## config.mk

```make
export PLATFORM = sky130hd
export DESIGN_NAME = amba_axi4_lite_slave_regfile
export DESIGN_NICKNAME = d
export VERILOG_FILES = /design/src/rtl/amba_axi4_lite_slave_regfile.sv
export SDC_FILE = /design/constraint.sdc
export NUM_CORES = 2
export LEC_CHECK = 0
export ABC_AREA = 1
export CAP_MARGIN = 20
export CORE_MARGIN = 2
export CORE_UTILIZATION = 48
export CTS_CLUSTER_SIZE = 25
export DETAILED_ROUTE_END_ITERATION = 16
export DONT_BUFFER_PORTS = 1
export GPL_ROUTABILITY_DRIVEN = 0
export PLACE_DENSITY = 0.65
export SLEW_MARGIN = 20
export SYNTH_ARGS = -nofsm -noshare
export SYNTH_HDL_FRONTEND = slang
export SYNTH_SLANG_ARGS = --single-unit
export TNS_END_PERCENT = 50
```

## constraint.sdc

```tcl
create_clock -name ACLK -period 2.79 [get_ports ACLK]
set_clock_uncertainty 0.05 [all_clocks]
set_input_delay 0.4185 -clock ACLK [delete_from_list [all_inputs] [get_ports ACLK]]
set_output_delay 0.4185 -clock ACLK [all_outputs]
set_load 0.01 [all_outputs]
```

## src/rtl/amba_axi4_lite_slave_regfile.sv

```systemverilog
// AXI4-Lite responder backed by a flat register file of NUM_REGS words.
// The write path (AW/W -> B) and the read path (AR -> R) are independent
// and run concurrently. Every output is driven straight from a flop, so no
// input reaches any output combinationally. The next-state logic decides
// what the READY/VALID flops will present in the following cycle.
// Addresses at or beyond NUM_REGS words decode to DECERR. A DECERR write
// leaves the file untouched, and a DECERR read returns zero data.

module amba_axi4_lite_slave_regfile #(
   parameter int ADDRESS_WIDTH = 32,
   parameter int DATA_WIDTH    = 64,
   parameter int NUM_REGS      = 16
) (
   input  logic                      ACLK,
   input  logic                      ARESETn,
   // write address channel
   input  logic                      AWVALID,
   output logic                      AWREADY,
   input  logic [ADDRESS_WIDTH-1:0]  AWADDR,
   input  logic [2:0]                AWPROT,
   // write data channel
   input  logic                      WVALID,
   output logic                      WREADY,
   input  logic [DATA_WIDTH-1:0]     WDATA,
   input  logic [DATA_WIDTH/8-1:0]   WSTRB,
   // write response channel
   output logic                      BVALID,
   input  logic                      BREADY,
   output logic [1:0]                BRESP,
   // read address channel
   input  logic                      ARVALID,
   output logic                      ARREADY,
   input  logic [ADDRESS_WIDTH-1:0]  ARADDR,
   input  logic [2:0]                ARPROT,
   // read data channel
   output logic                      RVALID,
   input  logic                      RREADY,
   output logic [DATA_WIDTH-1:0]     RDATA,
   output logic [1:0]                RRESP
);

   localparam int STRB_WIDTH = DATA_WIDTH / 8;
   localparam int OFS        = $clog2(STRB_WIDTH);
   localparam int IDX_W      = ADDRESS_WIDTH - OFS;

   localparam logic [IDX_W-1:0] NUM_REGS_IDX = IDX_W'(NUM_REGS);
   localparam logic [1:0]       RESP_OKAY    = 2'b00;
   localparam logic [1:0]       RESP_DECERR  = 2'b11;

   typedef enum logic [1:0] {
      WR_IDLE    = 2'b00,
      WR_HAVE_AW = 2'b01,
      WR_HAVE_W  = 2'b10,
      WR_RESP    = 2'b11
   } wr_state_t;

   typedef enum logic {
      RD_IDLE = 1'b0,
      RD_RESP = 1'b1
   } rd_state_t;

   // True when a word index maps onto an implemented register.
   function automatic logic idx_in_range(input logic [IDX_W-1:0] idx);
      return (idx < NUM_REGS_IDX);
   endfunction

   // Byte-lane merge: lanes with a set strobe take the new byte, others keep the old one.
   function automatic logic [DATA_WIDTH-1:0] merge_bytes(
      input logic [DATA_WIDTH-1:0] old_word,
      input logic [DATA_WIDTH-1:0] new_word,
      input logic [STRB_WIDTH-1:0] strb
   );
      logic [DATA_WIDTH-1:0] merged;
      merged = old_word;
      for (int i = 0; i < STRB_WIDTH; i++) begin
         if (strb[i]) begin
            merged[8*i +: 8] = new_word[8*i +: 8];
         end else begin
            merged[8*i +: 8] = old_word[8*i +: 8];
         end
      end
      return merged;
   endfunction

   // register file
   logic [DATA_WIDTH-1:0] regs_r [NUM_REGS];

   // write path state
   wr_state_t             wr_state_r;
   wr_state_t             wr_next_s;
   logic [IDX_W-1:0]      aw_idx_r;
   logic [DATA_WIDTH-1:0] w_data_r;
   logic [STRB_WIDTH-1:0] w_strb_r;
   logic                  awready_r;
   logic                  wready_r;
   logic                  bvalid_r;
   logic [1:0]            bresp_r;

   logic                  aw_hs_s;
   logic                  w_hs_s;
   logic [IDX_W-1:0]      awaddr_idx_s;
   logic                  latch_aw_s;
   logic                  latch_w_s;
   logic                  commit_s;
   logic [IDX_W-1:0]      commit_idx_s;
   logic [DATA_WIDTH-1:0] commit_data_s;
   logic [STRB_WIDTH-1:0] commit_strb_s;

   // read path state
   rd_state_t             rd_state_r;
   rd_state_t             rd_next_s;
   logic                  arready_r;
   logic                  rvalid_r;
   logic [DATA_WIDTH-1:0] rdata_r;
   logic [1:0]            rresp_r;

   logic                  ar_hs_s;
   logic [IDX_W-1:0]      araddr_idx_s;
   logic [DATA_WIDTH-1:0] rd_word_s;

   // Protection bits and sub-word address bits carry no meaning here.
   logic                  unused_s;
   assign unused_s = ^{AWPROT, ARPROT, AWADDR[OFS-1:0], ARADDR[OFS-1:0]};

   assign awaddr_idx_s = AWADDR[ADDRESS_WIDTH-1:OFS];
   assign araddr_idx_s = ARADDR[ADDRESS_WIDTH-1:OFS];

   assign aw_hs_s = AWVALID & awready_r;
   assign w_hs_s  = WVALID  & wready_r;
   assign ar_hs_s = ARVALID & arready_r;

   assign AWREADY = awready_r;
   assign WREADY  = wready_r;
   assign BVALID  = bvalid_r;
   assign BRESP   = bresp_r;
   assign ARREADY = arready_r;
   assign RVALID  = rvalid_r;
   assign RDATA   = rdata_r;
   assign RRESP   = rresp_r;

   // Write FSM next state, capture strobes and the commit request
   always_comb begin
      wr_next_s     = wr_state_r;
      latch_aw_s    = 1'b0;
      latch_w_s     = 1'b0;
      commit_s      = 1'b0;
      commit_idx_s  = aw_idx_r;
      commit_data_s = w_data_r;
      commit_strb_s = w_strb_r;
      case (wr_state_r)
         WR_IDLE: begin
            if (aw_hs_s && w_hs_s) begin
               wr_next_s     = WR_RESP;
               commit_s      = 1'b1;
               commit_idx_s  = awaddr_idx_s;
               commit_data_s = WDATA;
               commit_strb_s = WSTRB;
            end else if (aw_hs_s) begin
               wr_next_s  = WR_HAVE_AW;
               latch_aw_s = 1'b1;
            end else if (w_hs_s) begin
               wr_next_s = WR_HAVE_W;
               latch_w_s = 1'b1;
            end else begin
               wr_next_s = WR_IDLE;
            end
         end
         WR_HAVE_AW: begin
            if (w_hs_s) begin
               wr_next_s     = WR_RESP;
               commit_s      = 1'b1;
               commit_data_s = WDATA;
               commit_strb_s = WSTRB;
            end else begin
               wr_next_s = WR_HAVE_AW;
            end
         end
         WR_HAVE_W: begin
            if (aw_hs_s) begin
               wr_next_s    = WR_RESP;
               commit_s     = 1'b1;
               commit_idx_s = awaddr_idx_s;
            end else begin
               wr_next_s = WR_HAVE_W;
            end
         end
         WR_RESP: begin
            if (bvalid_r && BREADY) begin
               wr_next_s = WR_IDLE;
            end else begin
               wr_next_s = WR_RESP;
            end
         end
         default: begin
            wr_next_s = WR_IDLE;
         end
      endcase
   end

   // Write FSM state, half-transaction capture and registered AW/W/B outputs
   always_ff @(posedge ACLK) begin
      if (!ARESETn) begin
         wr_state_r <= WR_IDLE;
         aw_idx_r   <= {IDX_W{1'b0}};
         w_data_r   <= {DATA_WIDTH{1'b0}};
         w_strb_r   <= {STRB_WIDTH{1'b0}};
         awready_r  <= 1'b0;
         wready_r   <= 1'b0;
         bvalid_r   <= 1'b0;
         bresp_r    <= RESP_OKAY;
      end else begin
         wr_state_r <= wr_next_s;
         if (latch_aw_s) begin
            aw_idx_r <= awaddr_idx_s;
         end
         if (latch_w_s) begin
            w_data_r <= WDATA;
            w_strb_r <= WSTRB;
         end
         awready_r <= (wr_next_s == WR_IDLE) || (wr_next_s == WR_HAVE_W);
         wready_r  <= (wr_next_s == WR_IDLE) || (wr_next_s == WR_HAVE_AW);
         bvalid_r  <= (wr_next_s == WR_RESP);
         // BRESP only changes on the commit edge, so it holds while BVALID waits.
         if (commit_s) begin
            bresp_r <= idx_in_range(commit_idx_s) ? RESP_OKAY : RESP_DECERR;
         end
      end
   end

   // Register file: clear on reset, byte-merge the committed write into the addressed word
   always_ff @(posedge ACLK) begin
      if (!ARESETn) begin
         for (int i = 0; i < NUM_REGS; i++) begin
            regs_r[i] <= {DATA_WIDTH{1'b0}};
         end
      end else if (commit_s && idx_in_range(commit_idx_s)) begin
         for (int i = 0; i < NUM_REGS; i++) begin
            if (commit_idx_s == IDX_W'(i)) begin
               regs_r[i] <= merge_bytes(regs_r[i], commit_data_s, commit_strb_s);
            end
         end
      end
   end

   // Read word select from the current (pre-commit) register contents
   always_comb begin
      rd_word_s = {DATA_WIDTH{1'b0}};
      for (int i = 0; i < NUM_REGS; i++) begin
         if (araddr_idx_s == IDX_W'(i)) begin
            rd_word_s = regs_r[i];
         end else begin
            rd_word_s = rd_word_s;
         end
      end
   end

   // Read FSM next state
   always_comb begin
      rd_next_s = rd_state_r;
      case (rd_state_r)
         RD_IDLE: begin
            if (ar_hs_s) begin
               rd_next_s = RD_RESP;
            end else begin
               rd_next_s = RD_IDLE;
            end
         end
         RD_RESP: begin
            if (rvalid_r && RREADY) begin
               rd_next_s = RD_IDLE;
            end else begin
               rd_next_s = RD_RESP;
            end
         end
         default: begin
            rd_next_s = RD_IDLE;
         end
      endcase
   end

   // Read FSM state, registered AR/R outputs and read-data capture at the AR handshake
   always_ff @(posedge ACLK) begin
      if (!ARESETn) begin
         rd_state_r <= RD_IDLE;
         arready_r  <= 1'b0;
         rvalid_r   <= 1'b0;
         rdata_r    <= {DATA_WIDTH{1'b0}};
         rresp_r    <= RESP_OKAY;
      end else begin
         rd_state_r <= rd_next_s;
         arready_r  <= (rd_next_s == RD_IDLE);
         rvalid_r   <= (rd_next_s == RD_RESP);
         if (ar_hs_s) begin
            if (idx_in_range(araddr_idx_s)) begin
               rdata_r <= rd_word_s;
               rresp_r <= RESP_OKAY;
            end else begin
               rdata_r <= {DATA_WIDTH{1'b0}};
               rresp_r <= RESP_DECERR;
            end
         end
      end
   end

endmodule
```

==> results.py <==
metrics = {
    "outcome": {
        "violations": "negative setup slack",
        "outcome": "finished with violations",
    },
    "detailed_routing": {
        "first_pass_iters": 6,
        "via_count": 37780,
        "ant_nets": 0,
        "vias_per_cell": 5.385,
        "drt_wl_total_mm": 146.9,
        "wl_per_cell_um": 20.94,
        "drc_errors": 0,
        "drtIter0Drc": 3757,
    },
    "critical_path": {
        "start_kind": "flop",
        "cpPeakStageDelay_ns": 0.35,
        "slowest_stage": "dfxtp_2",
        "required_ns": 3.10,
        "cp_top_family": "simple AND/OR/NAND/NOR gates",
        "critPathKind": "reg -> reg",
        "worst_path_most_repeated_cell": "nor2_4",
        "arrival_ns": 3.27,
        "worst-path-buf-inv": 5,
        "crit_path_end_kind": "flop",
        "path_max_fanout": 8,
        "crit_chain": "nand2_4 > nor2_4 > buf_6 > nor2_4 > inv_2 > o22ai_1 > a211o_1 > nor3_4 > nand2_4 > nor2_4 > nand3_2 > clkinv_4 > a21oi_2 > buf_12 > buf_12 > nor2_4",
    },
    "die": {
        "dieHeight_um": 328.6,
        "std_cell_rows": 119,
        "die_w_um": 328.6,
        "start_util_pct": 48.18,
        "core_um2": 105000,
        "dieArea_um2": 108000,
        "io_pins": 222,
    },
    "sta": {
        "worstMarginPinSlew_ns": 0.7766,
        "period_share_pct": 105.9,
        "slew_headroom_pct": 48.22,
        "fmax_mhz": 338.5,
        "setup_viol": 1040,
        "final_max_slew_viol_count": 0,
        "hold_viol_final": 0,
        "tns_ns": -78.74,
        "fin_ws_ns": -0.1639,
        "fin_crit_ns": 2.954,
        "rsz0062_at_grt": "true",
    },
    "run": {
        "cap_viol_max_count": 0,
    },
    "power": {
        "power.leakage_uw": 0.02428,
        "cellPowerDensity_nw_per_um2": 629.7,
        "irDropWorstVdd_v": 0.0005204,
    },
    "clock_tree": {
        "htreeDepth": 3,
        "clkSinkCount": 1198,
        "clock-root-buffer": "clkbuf_16",
        "numCtsBuffers": 117,
        "clkTransAtPathRegs_ns": 0.07,
        "clk_latency_ns": 0.69,
        "cts.path.max_buffers": 3,
        "tritoncts": "built",
    },
    "synthesis": {
        "yosysSeqAreaShare_pct": 67.69,
        "syn-instance-count": 5059,
        "yosysWarnings": 0,
        "syn_area_um2": 50570,
        "syn_nets": 5208,
        "ys_seq_elements": 1198,
        "synth_cell_types": 38,
        "avgSynthCellArea_um2": 9.997,
    },
    "finish": {
        "drive_gt1_share_pct": 16.06,
        "fin_util_pct": 59.69,
        "fin_nets": 5670,
        "area_growth_pct": 23.89,
    },
    "global_route": {
        "grt.overflow.total": 0,
        "grt_pass1_wl_mm": 216.7,
        "grt_max_degree": 136,
        "grt_use_total_pct": 26.88,
        "antenna_found_initial": 4,
        "grt_pass1_vias": 36880,
    },
    "placement": {
        "portBuffers": 0,
        "place_hpwl_mm": 102.2,
        "preCtsSetupSlack_ns": -0.7191,
    },
    "hold_path": {
        "hold_class": "in -> reg",
    },
}
-- metal layers --
metal,global-route usage (%),wire length (um)
met2,47.13,74550
met5,0,34
met4,11.15,6169
met3,3.721,11090
met1,33.40,55050
-- power by group --
part           total, uW  internal (uW)  switching [uW]  leakage [uW]
combinational       2890           1080            1820        0.0110
clock              16000           9280            6710       0.00191
sequential         20600          20300             248        0.0114
-- stage by stage --
stage          instances  hold slack (ns)  cell area [um2]  total power (uW)
6_report            7016          0.09233            62660             39450
5_1_grt             7016          0.08942            62660             40550
4_1_cts             7000          0.04762            61940             39360
3_5_place_dp        6668           0.4025            56390             23370
3_3_place_gp        6668           0.3902            56390             23300
2_1_floorplan       5059           0.3797            50570             21950
-- layout by cell type (no fill, tap or decap), types with 11 or more instances in the layout --
cell type	instances
buf_12	104
clkinv_2	18
nand2_2	13
buf_4	371
edfxtp_1	1024
clkbuf_16	121
dlygate4sd3_1	103
a21oi_1	143
nor2_4	77
mux2i_1	63
nand3_1	142
nor3b_1	11
clkbuf_1	33
nand4_1	108
clkbuf_8	16
nor2_1	1199
o21ai_0	207
nand3b_1	12
nor3_1	35
buf_6	79
nand2_1	1118
inv_1	258
nor2_2	32
o21bai_1	51
clkinv_1	19
inv_2	12
dfxtp_1	170
-- path summary, 6_finish.rpt --
path                             start                      endpoint  slack, ns  depth (start not counted)
max                 AWREADY$_SDFF_PN0_  regs_r[0][416]$_SDFFCE_PP0P_      -0.16                         16
min                           WDATA[5]  regs_r[0][453]$_SDFFCE_PP0P_       0.09                          3
max reg2reg         AWREADY$_SDFF_PN0_  regs_r[0][416]$_SDFFCE_PP0P_      -0.16                         16
min reg2reg  w_data_r[15]$_SDFFE_PN0P_     w_data_r[15]$_SDFFE_PN0P_       0.41                          2
-- worst register-to-register path, stage by stage, from the launching register on --
cell and delay (ns):
dfxtp_2 0.35, nand2_4 0.09, nor2_4 0.16, buf_6 0.13, nor2_4 0.04, inv_2 0.05
o22ai_1 0.07, a211o_1 0.32, nor3_4 0.23, nand2_4 0.13, nor2_4 0.16, nand3_2 0.12
clkinv_4 0.12, a21oi_2 0.09, buf_12 0.15, buf_12 0.13, nor2_4 0.26
-- cell type report --
type / instances / area (um2)
antenna: 2 / 5.005
clock buffer: 170 / 3372
clock inverter: 51 / 516.7
fill: 8344 / 42310
inverter: 276 / 1049
multi-input combinational: 3264 / 14830
sequential: 1198 / 34240
tap: 1391 / 1740
timing repair buffer: 664 / 6905
-- logic make-up (layout without fill, tap and decap cells) --
kind of cell / after synthesis / count (layout) / share of synthesized area (%)
compound gates: 426 / 426 / 4.535
buf+inv: 597 / 1161 / 4.579
flops: 1198 / 1198 / 67.69
mux: 63 / 63 / 1.247
other cells: 0 / 2 / 0
simple gates: 2775 / 2775 / 21.95
-- synth_stat cells --
library cell  number  area [um2]
nor2_1          1299        4876
nand2_1         1129        4238
edfxtp_1        1024       30750
inv_1            262       983.4
clkbuf_1         261       979.7
o21ai_0          209        1046
dfxtp_1          174        3483
a21oi_1          150       750.7
nand3_1          148       740.7
nand4_1          108       675.7
mux2i_1           63       630.6
o21bai_1          51       382.9
buf_2             48       240.2
nor3_1            37       185.2
nand3b_1          12       90.09
nor3b_1           11       82.58
inv_2              9       33.78
buf_1              8       30.03
nor2_2             8       50.05
nor4_1             7       43.79
nand2_2            6       37.54
clkinv_1           5       18.77
a31oi_1            4       25.02
buf_4              4       30.03
nor3_2             3       30.03
o21ai_1            3       15.01
or2_2              3       18.77
o211ai_1           2       15.01
o22ai_1            2       12.51
a211o_1            1       8.760
a211oi_2           1       12.51
a22o_1             1       8.760
a41oi_1            1       8.760
nand3_2            1       10.01
nor2_4             1       11.26
o31ai_1            1       7.510
or2_0              1       6.260
or2_1              1       6.260
-- sequential cells by signal, indices dropped and copies added, names as in the netlist, 2 cells and up --
register / cells
wr_state_r: 2
RDATA: 64
aw_idx_r: 29
w_data_r: 64
w_strb_r: 8
regs_r: 1024
-- timing repair --
| item | 4_1_cts | 5_1_grt |
|---|---|---|
| endpoints found under the hold margin | 110 | 0 |
| gates cloned | 0 | 0 |
| buffers inserted | 8 | 16 |
| endpoints found under the setup margin | 1347 | 1619 |
| pin swaps | 11 | 11 |
| hold buffers | 104 | 0 |
| gates resized for setup | 154 | 162 |
No activity file was read; power rests on OpenSTA's default activity.
